`config.mk`:
```
export PLATFORM = sky130hd
export DESIGN_NAME = spi_slave_sync_flat
export DESIGN_NICKNAME = d
export VERILOG_FILES = /design/src/rtl/spi_slave_pkg.sv /design/src/rtl/spi_slave_sync_if.sv /design/src/rtl/spi_slave_sync_pin_sync.sv /design/src/rtl/spi_slave_sync.sv /design/src/flat_wrapper.sv
export SDC_FILE = /design/constraint.sdc
export NUM_CORES = 1
export LEC_CHECK = 0
export ABC_AREA = 1
export BUFFER_PORTS_ARGS = -buffer_cell sky130_fd_sc_hd__buf_2
export CORE_AREA = 2 2 86 170
export CTS_CLUSTER_DIAMETER = 30
export CTS_CLUSTER_SIZE = 30
export DETAILED_ROUTE_END_ITERATION = 6
export DIE_AREA = 0 0 88 172
export PLACE_DENSITY = 0.66
export RECOVER_POWER = 50
export SLEW_MARGIN = 15
export SYNTH_ARGS = -nofsm -noshare
export SYNTH_HDL_FRONTEND = slang
export SYNTH_SLANG_ARGS = --single-unit
```
`constraint.sdc`:
```
create_clock -name clk -period 4.11 [get_ports clk]
set_clock_uncertainty 0.2 [all_clocks]
set_input_delay 0 -clock clk [delete_from_list [all_inputs] [get_ports clk]]
set_output_delay 0 -clock clk [all_outputs]
set_load 0.02 [all_outputs]
```
`src/rtl/spi_slave_pkg.sv`:
```
// Shared command codes, FSM states and MISO load selectors for the SPI slave.
package spi_slave_pkg;

    localparam logic [7:0] CMD_WRITE      = 8'h02;
    localparam logic [7:0] CMD_READ       = 8'h0B;
    localparam logic [7:0] CMD_ARM_RESET  = 8'h66;
    localparam logic [7:0] CMD_FIRE_RESET = 8'h99;
    localparam logic [7:0] CMD_PD         = 8'hB9;
    localparam logic [7:0] CMD_EXIT_PD    = 8'hAB;

    typedef enum logic [2:0] {
        ST_IDLE, ST_CMD, ST_ADDR, ST_DUMMY, ST_WDATA, ST_RDATA, ST_DRAIN
    } state_t;

    // What the next SCK fall puts on MISO: keep shifting, or load a fresh byte/word.
    typedef enum logic [1:0] {LD_SHIFT, LD_ZERO, LD_STATUS, LD_WORD} load_t;

endpackage

```
`src/rtl/spi_slave_sync_if.sv`:
```
// Parallel register/memory bus driven by the SPI slave (master side) and served by the fabric.
interface spi_slave_sync_if #(
    parameter int AW = 24,
    parameter int DW = 8
);
    logic          wr_valid;
    logic [AW-1:0] wr_addr;
    logic [DW-1:0] wr_data;
    logic          rd_req;
    logic [AW-1:0] rd_addr;
    logic          rd_valid;
    logic [DW-1:0] rd_data;

    modport master (output wr_valid, wr_addr, wr_data, rd_req, rd_addr,
                    input  rd_valid, rd_data);
    modport slave  (input  wr_valid, wr_addr, wr_data, rd_req, rd_addr,
                    output rd_valid, rd_data);
endinterface

```
`src/rtl/spi_slave_sync_pin_sync.sv`:
```
// Synchronises the raw SPI pins into clk and derives sck/ssn edge pulses.
module spi_pin_sync #(
    parameter int SYNC_STAGES = 2
) (
    input  logic clk,
    input  logic rst,
    input  logic ssn,
    input  logic sck,
    input  logic mosi,
    output logic ssn_s,
    output logic mosi_s,
    output logic sck_rise,
    output logic sck_fall,
    output logic ssn_fall,
    output logic ssn_rise
);
    logic [SYNC_STAGES-1:0] ssn_pipe, sck_pipe, mosi_pipe;
    logic                   ssn_q, sck_q;

    // ssn chain resets to the inactive (high) level so reset never looks like a select.
    always_ff @(posedge clk) begin
        if (rst) begin
            ssn_pipe  <= '1;
            sck_pipe  <= '0;
            mosi_pipe <= '0;
            ssn_q     <= 1'b1;
            sck_q     <= 1'b0;
        end else begin
            ssn_pipe  <= {ssn_pipe[SYNC_STAGES-2:0], ssn};
            sck_pipe  <= {sck_pipe[SYNC_STAGES-2:0], sck};
            mosi_pipe <= {mosi_pipe[SYNC_STAGES-2:0], mosi};
            ssn_q     <= ssn_pipe[SYNC_STAGES-1];
            sck_q     <= sck_pipe[SYNC_STAGES-1];
        end
    end

    assign ssn_s    = ssn_pipe[SYNC_STAGES-1];
    assign mosi_s   = mosi_pipe[SYNC_STAGES-1];
    assign sck_rise =  sck_pipe[SYNC_STAGES-1] & ~sck_q;
    assign sck_fall = ~sck_pipe[SYNC_STAGES-1] &  sck_q;
    assign ssn_fall = ~ssn_pipe[SYNC_STAGES-1] &  ssn_q;
    assign ssn_rise =  ssn_pipe[SYNC_STAGES-1] & ~ssn_q;
endmodule

```
`src/rtl/spi_slave_sync.sv`:
```
// Oversampled SPI mode-0 slave bridging CMD/ADDR/DUMMY/DATA frames onto a register bus.
// Optional power-down commands are compiled in with SPI_POWERDOWN_EN.
module spi_slave_sync
    import spi_slave_pkg::*;
#(
    parameter int ADDR_BYTES  = 3,
    parameter int DATA_BYTES  = 1,
    parameter int DUMMY_BYTES = 1,
    parameter int SYNC_STAGES = 2
) (
    input  logic                    clk,
    input  logic                    rst,
    input  logic                    ssn,
    input  logic                    sck,
    input  logic                    mosi,
    output logic                    miso,
    output logic                    miso_oe,
    spi_slave_sync_if.master        bus,
    input  logic [7:0]              spi_id,
    input  logic [7:0]              spi_status,
    output logic                    reset_out,
    output logic                    pd_out,
    output logic                    busy,
    output logic                    err_underrun
);
    localparam int AW = 8*ADDR_BYTES;
    localparam int DW = 8*DATA_BYTES;
`ifdef SPI_POWERDOWN_EN
    localparam bit PD_EN = 1'b1;
`else
    localparam bit PD_EN = 1'b0;
`endif

    logic ssn_s, mosi_s, sck_rise, sck_fall, ssn_fall, ssn_rise;

    spi_pin_sync #(.SYNC_STAGES(SYNC_STAGES)) u_pin_sync (
        .clk(clk), .rst(rst), .ssn(ssn), .sck(sck), .mosi(mosi),
        .ssn_s(ssn_s), .mosi_s(mosi_s), .sck_rise(sck_rise), .sck_fall(sck_fall),
        .ssn_fall(ssn_fall), .ssn_rise(ssn_rise)
    );

    state_t        state;
    load_t         nxt_load;
    logic [2:0]    bit_cnt, byte_cnt;
    logic [6:0]    shift_in;
    logic          is_read, rd_pending, shadow_vld, reset_armed, powerdown;
    logic [AW-1:0] addr;
    logic [DW-1:0] wacc, shadow, tx_sr;

    logic [7:0]    byte_in;
    logic [AW+7:0] addr_cat;
    logic [DW+7:0] wacc_cat;
    logic [AW-1:0] addr_nxt;
    logic [DW-1:0] wacc_nxt;

    assign byte_in  = {shift_in, mosi_s};
    assign addr_cat = {addr, byte_in};
    assign wacc_cat = {wacc, byte_in};
    assign addr_nxt = addr_cat[AW-1:0];
    assign wacc_nxt = wacc_cat[DW-1:0];
    assign miso     = tx_sr[DW-1];
    assign pd_out   = powerdown;

    always_ff @(posedge clk) begin
        if (rst) begin
            state <= ST_IDLE; nxt_load <= LD_SHIFT; bit_cnt <= '0; byte_cnt <= '0;
            shift_in <= '0; is_read <= 1'b0; rd_pending <= 1'b0; shadow_vld <= 1'b0;
            reset_armed <= 1'b0; powerdown <= 1'b0; addr <= '0; wacc <= '0;
            shadow <= '0; tx_sr <= '0; miso_oe <= 1'b0; busy <= 1'b0;
            reset_out <= 1'b0; err_underrun <= 1'b0;
            bus.wr_valid <= 1'b0; bus.wr_addr <= '0; bus.wr_data <= '0;
            bus.rd_req <= 1'b0; bus.rd_addr <= '0;
        end else begin
            bus.wr_valid <= 1'b0;
            bus.rd_req   <= 1'b0;
            reset_out    <= 1'b0;
            busy         <= ~ssn_s;
            miso_oe      <= ~ssn_s;
            if (rd_pending && bus.rd_valid) begin
                shadow     <= bus.rd_data;
                shadow_vld <= 1'b1;
                rd_pending <= 1'b0;
            end
            if (ssn_rise) begin
                state <= ST_IDLE; nxt_load <= LD_SHIFT; tx_sr <= '0;
                rd_pending <= 1'b0; shadow_vld <= 1'b0;
            end else if (ssn_fall) begin
                state <= ST_CMD; nxt_load <= LD_SHIFT; bit_cnt <= '0; byte_cnt <= '0;
                tx_sr <= '0;
                tx_sr[DW-1 -: 8] <= spi_id;
            end else if (state != ST_IDLE) begin
                if (sck_rise) begin
                    shift_in <= byte_in[6:0];
                    bit_cnt  <= bit_cnt + 3'd1;
                    if (bit_cnt == 3'd7) begin
                        nxt_load <= LD_ZERO;
                        case (state)
                            ST_CMD: begin
                                nxt_load    <= LD_STATUS;
                                state       <= ST_DRAIN;
                                reset_armed <= 1'b0;
                                // While powered down everything but EXIT_PD falls through as unknown.
                                case (byte_in)
                                    CMD_WRITE, CMD_READ: if (!powerdown) begin
                                        state        <= ST_ADDR;
                                        is_read      <= (byte_in == CMD_READ);
                                        err_underrun <= 1'b0;
                                    end
                                    CMD_ARM_RESET:  if (!powerdown) reset_armed <= 1'b1;
                                    CMD_FIRE_RESET: if (!powerdown && reset_armed) reset_out <= 1'b1;
                                    CMD_PD:         if (PD_EN) powerdown <= 1'b1;
                                    CMD_EXIT_PD:    if (PD_EN) powerdown <= 1'b0;
                                    default: ;
                                endcase
                            end
                            ST_ADDR: begin
                                addr     <= addr_nxt;
                                byte_cnt <= byte_cnt + 3'd1;
                                if (byte_cnt == 3'(ADDR_BYTES-1)) begin
                                    byte_cnt <= '0;
                                    if (!is_read) begin
                                        state <= ST_WDATA;
                                    end else begin
                                        bus.rd_req  <= 1'b1;
                                        bus.rd_addr <= addr_nxt;
                                        rd_pending  <= 1'b1;
                                        if (DUMMY_BYTES > 0) begin
                                            state <= ST_DUMMY;
                                        end else begin
                                            state    <= ST_RDATA;
                                            nxt_load <= LD_WORD;
                                        end
                                    end
                                end
                            end
                            ST_DUMMY: begin
                                byte_cnt <= byte_cnt + 3'd1;
                                if (byte_cnt == 3'(DUMMY_BYTES-1)) begin
                                    byte_cnt <= '0;
                                    state    <= ST_RDATA;
                                    nxt_load <= LD_WORD;
                                end
                            end
                            ST_WDATA: begin
                                wacc     <= wacc_nxt;
                                byte_cnt <= byte_cnt + 3'd1;
                                if (byte_cnt == 3'(DATA_BYTES-1)) begin
                                    byte_cnt     <= '0;
                                    bus.wr_valid <= 1'b1;
                                    bus.wr_addr  <= addr;
                                    bus.wr_data  <= wacc_nxt;
                                    addr         <= addr + 1'b1;
                                end
                            end
                            ST_RDATA: begin
                                if (byte_cnt == 3'(DATA_BYTES-1)) begin
                                    byte_cnt <= '0;
                                    nxt_load <= LD_WORD;
                                end else begin
                                    byte_cnt <= byte_cnt + 3'd1;
                                    nxt_load <= LD_SHIFT;
                                end
                            end
                            default: ;
                        endcase
                    end
                end
                if (sck_fall) begin
                    if (nxt_load == LD_SHIFT) begin
                        tx_sr <= {tx_sr[DW-2:0], 1'b0};
                    end else begin
                        nxt_load <= LD_SHIFT;
                        tx_sr    <= '0;
                        case (nxt_load)
                            LD_STATUS: tx_sr[DW-1 -: 8] <= spi_status;
                            LD_WORD: begin
                                // Word boundary: take prefetched data (or same-cycle return), else underrun.
                                shadow_vld <= 1'b0;
                                if (shadow_vld)                      tx_sr <= shadow;
                                else if (rd_pending && bus.rd_valid) tx_sr <= bus.rd_data;
                                else begin
                                    tx_sr        <= '1;
                                    err_underrun <= 1'b1;
                                end
                                if (!rd_pending || bus.rd_valid) begin
                                    bus.rd_req  <= 1'b1;
                                    bus.rd_addr <= bus.rd_addr + 1'b1;
                                    rd_pending  <= 1'b1;
                                end
                            end
                            default: ;
                        endcase
                    end
                end
            end
        end
    end
endmodule
```
`src/flat_wrapper.sv`:
```
// flat-port wrapper written by rule: the top's interface ports become plain ports
module spi_slave_sync_flat import spi_slave_pkg::*;
#(
    parameter int ADDR_BYTES  = 3,
    parameter int DATA_BYTES  = 1,
    parameter int DUMMY_BYTES = 1,
    parameter int SYNC_STAGES = 2
)
  (clk, rst, ssn, sck, mosi, miso, miso_oe, spi_id, spi_status, reset_out, pd_out, busy, err_underrun, bus_wr_valid, bus_wr_addr, bus_wr_data, bus_rd_req, bus_rd_addr, bus_rd_valid, bus_rd_data);
  spi_slave_sync_if bus_i ();
  input  logic clk;
  input  logic rst;
  input  logic ssn;
  input  logic sck;
  input  logic mosi;
  output logic miso;
  output logic miso_oe;
  input  logic [7:0] spi_id;
  input  logic [7:0] spi_status;
  output logic reset_out;
  output logic pd_out;
  output logic busy;
  output logic err_underrun;
  output wire logic [$bits(bus_i.wr_valid)-1:0] bus_wr_valid;
  output wire logic [$bits(bus_i.wr_addr)-1:0] bus_wr_addr;
  output wire logic [$bits(bus_i.wr_data)-1:0] bus_wr_data;
  output wire logic [$bits(bus_i.rd_req)-1:0] bus_rd_req;
  output wire logic [$bits(bus_i.rd_addr)-1:0] bus_rd_addr;
  input wire logic [$bits(bus_i.rd_valid)-1:0] bus_rd_valid;
  input wire logic [$bits(bus_i.rd_data)-1:0] bus_rd_data;
  assign bus_wr_valid = bus_i.wr_valid;
  assign bus_wr_addr = bus_i.wr_addr;
  assign bus_wr_data = bus_i.wr_data;
  assign bus_rd_req = bus_i.rd_req;
  assign bus_rd_addr = bus_i.rd_addr;
  assign bus_i.rd_valid = bus_rd_valid;
  assign bus_i.rd_data = bus_rd_data;
  spi_slave_sync #(.ADDR_BYTES(ADDR_BYTES), .DATA_BYTES(DATA_BYTES), .DUMMY_BYTES(DUMMY_BYTES), .SYNC_STAGES(SYNC_STAGES)) u_core (.clk(clk), .rst(rst), .ssn(ssn), .sck(sck), .mosi(mosi), .miso(miso), .miso_oe(miso_oe), .bus(bus_i), .spi_id(spi_id), .spi_status(spi_status), .reset_out(reset_out), .pd_out(pd_out), .busy(busy), .err_underrun(err_underrun));
endmodule
```
==> impl_metrics.csv <==
group,metric,value,unit
outcome,outcome,"finished, violations left",
outcome,violations,"capacitance limit, slew limit",
timing,rsz0062_at_grt,"no",
logic_synthesis,synth_edf_count,0,
critical_path,cp_max_fo,66,
placed_design,portBuffers,92,
die,die-area,15100,sq um
cells_and_area,multi_input_area,3550,sq um
logic_synthesis,synth_cells,1038,
clocking,tritoncts,"yes",
route,drc,0,
route,dr.pass1.iters,5,
logic_synthesis,ys_ff_latch,131,
clocking,cts_buffer_depth,2,
global_routing,met3_usage,4.25,%
timing,fmax,319,MHz
power,p_seq_share,43.0,%
logic_synthesis,syn-cell-area,6790,sq um
route,drt_iter0_drc,439,
clocking,path_clk_slew,0.06,ns
cells_and_area,register_area,2620,sq um
timing,slew_headroom,-30.8,%
clocking,cts_root_buf,"clkbuf_16",
clocking,ctsHtreeMaxLevel,4,
cells_and_area,n_antenna_cell,0,
timing,fin_crit,3.13,ns
timing,tns,0,ns
global_routing,grt_overflow,0,
global_routing,grt_antenna_before_repair,0,
route,wire_per_inst,16.6,microns
global_routing,grt_max_degree,67,
power,p_int,2.29,mW
cells_and_area,area_growth,21.5,%
logic_synthesis,synthArstFlopShare,0,%
power,pwr-share-comb,3.7,%
timing,period_share,76.3,%
global_routing,met1_usage,28.4,%
placed_design,pre_cts_slack,1.51,ns
route,route.vias.total,7407,
clocking,post_cts.repair.setup_buffers,0,
logic_synthesis,syn-num-nets,1077,
critical_path,worstSetupStartpointType,"primary input",
critical_path,path_class,"primary input to flop",
power,clkPwrFrac,53.3,%
timing,hold_viol_final,0,
worst_hold_path,hold_path_class,"primary input to flop",
timing,slew_violations,67,
placed_design,hpwl,16.1,mm
route,vias_per_cell,5.48,
die,die_h,172,microns
critical_path,crit_path_end_kind,"flop",
clocking,cts.sinks,131,
timing,layout_setup_ws,0.976,ns
logic_synthesis,synth_warnings,0,
clocking,clock_latency,0.43,ns
die,coreArea,13800,sq um
logic_synthesis,synth_top_area_share,38.6,%
global_routing,grt_use_met2,55.9,%
timing,setup_viol,0,
logic_synthesis,synth_area_leaders,"dfxtp_1 (39%), nand2_1 (13%), a21oi_1 (9.7%)",
cells_and_area,final_common_cell,"nand2_1",
placed_design,gp_congestion,0.931,
cells_and_area,final_area,8250,sq um
global_routing,grt_pass1_vias,7196,
power,p_switching,0.695,mW
cells_and_area,drive_gt1_share,7.65,%
route,routed_wl,22.5,mm
placed_design,post_dp_cell_area,7360,sq um
global_routing,top_usage_layer,"met2",
power,power_density,361,nW/um^2
logic_synthesis,synth_top_cell_by_area,"dfxtp_1",
logic_synthesis,ys.flop_type,"dfxtp_1",
logic_synthesis,yosysUniqueCellTypes,37,
clocking,cts_buffers,17,
cells_and_area,nets,1189,
timing,worstMarginPinSlew,1.96,ns
global_routing,grt_first_pass_wirelength,34.9,mm
route,postRouteAntennaNets,0,
power,ir_drop,301,uV
logic_synthesis,ys_seq_area_share,38.6,%
global_routing,grt_use_total,30.1,%
die,fp-row-count,61,
die,num_io_pins,94,
flow_run,cap_violations,1,
power,swShare,23.3,%
die,die_x,88,microns
critical_path,critPathRequiredTime,4.28,ns
critical_path,crit_arrival,3.30,ns
die,initial_utilization,49.2,%
logic_synthesis,syn_area_per_cell,6.54,sq um
cells_and_area,final_cell_mix,"nand2_1 (246), a21oi_1 (131), dfxtp_1 (131), o21ai_0 (107)",
cells_and_area,fillerInstances,1402,
power,power_leakage,3.11,nW
## synthesized netlist by cell type, types with 2 or more instances
library cell	number
a211oi_1	2
a21oi_1	131
a21oi_2	4
buf_1	3
buf_2	13
buf_4	3
clkbuf_1	23
clkinv_1	2
dfxtp_1	131
ha_1	9
inv_1	105
inv_2	4
nand2_1	244
nand2_2	5
nand3_1	64
nand3b_1	4
nand4_1	18
nor2_1	106
nor2_2	3
nor3_1	15
o211ai_1	13
o21a_1	3
o21ai_0	107
o22ai_1	6
or2_2	8
## per-layer routing
layer,routed length (microns),part of all wire (%)
met4,1660,7.4
met3,777,3.5
met2,12200,54
met1,7870,35
met5,0,0
## area by class of cell
cell class | count | share of cell area [%]
Multi-Input combinational cell | 753 | 43.1
Sequential cell | 131 | 31.8
Timing Repair Buffer | 136 | 9.85
Clock buffer | 19 | 5.25
Inverter | 111 | 5.05
Tap cell | 189 | 2.87
Clock inverter | 13 | 2.14
## timing repair
| action | in CTS | in global routing |
|---|---|---|
| resized for setup | 0 | 0 |
| endpoints found under the hold margin | 46 | 0 |
| hold buffers | 37 | 0 |
## cell families after synthesis
group                      count (synthesis)  share of synthesized area [%]
AOI/OAI and AO/OA                        272                           21.4
and+or+nand+nor                          469                           29.0
buffers and inverters                    154                           9.03
muxes                                      1                          0.147
adders and majority gates                  9                           1.66
DFF                                      131                           38.6
xor gates and xnor gates                   1                          0.129
other                                      1                         0.0552
## critical path, stage by stage
cell and delay [ns]:
dlygate4sd3_1 0.53, buf_2 0.12, buf_4 0.26, inv_1 1.43, nand2_1 0.14, a21oi_1 0.19
dlygate4sd3_1 0.56
## sequential cells by signal (all words and copies together), names as in the netlist, 3 cells and up
register / count
u_core.addr: 24
u_core.bus.rd_addr: 24
u_core.bus.wr_addr: 24
u_core.bus.wr_data: 8
u_core.shadow: 8
u_core.tx_sr: 8
u_core.shift_in: 7
u_core.bit_cnt: 3
u_core.byte_cnt: 3
u_core.state: 3
## final timing paths
path                                               startpoint                            end  slack (ns)  cells after the start
worst min-delay path                                      ssn  u_core.u_pin_sync.ssn_pipe[0]        0.09                      3
worst max register to register                u_core.state[0]                 u_core.addr[0]        1.13                      9
worst min register to register  u_core.u_pin_sync.sck_pipe[0]  u_core.u_pin_sync.sck_pipe[1]        0.20                      2
worst max-delay path                                      rst               u_core.shadow[7]        0.98                      7
## power groups by stage
stage | Sequential (mW) | Clock (mW) | Combinational (mW)
global route | 1.28 | 1.65 | 0.120
detailed placement | 1.31 | 0 | 0.0897
floorplan | 1.31 | 0 | 0.0570
finish | 1.28 | 1.59 | 0.109
global placement | 1.31 | 0 | 0.0895
CTS | 1.28 | 1.60 | 0.109
## metrics by stage
stage / instances / total power, mW / utilization [%] / hold slack [ns]
2_1_floorplan: 1038 / 1.37 / - / -0.0962
3_3_place_gp: 1283 / 1.40 / 53.3 / -0.0183
3_5_place_dp: 1283 / 1.40 / 53.3 / -0.0143
4_1_cts: 1352 / 2.99 / 60.4 / 0.0859
5_1_grt: 1352 / 3.05 / 59.7 / 0.113
6_report: 1352 / 2.98 / 59.7 / 0.0869
Note: power is estimated with default switching activity, not from simulation.
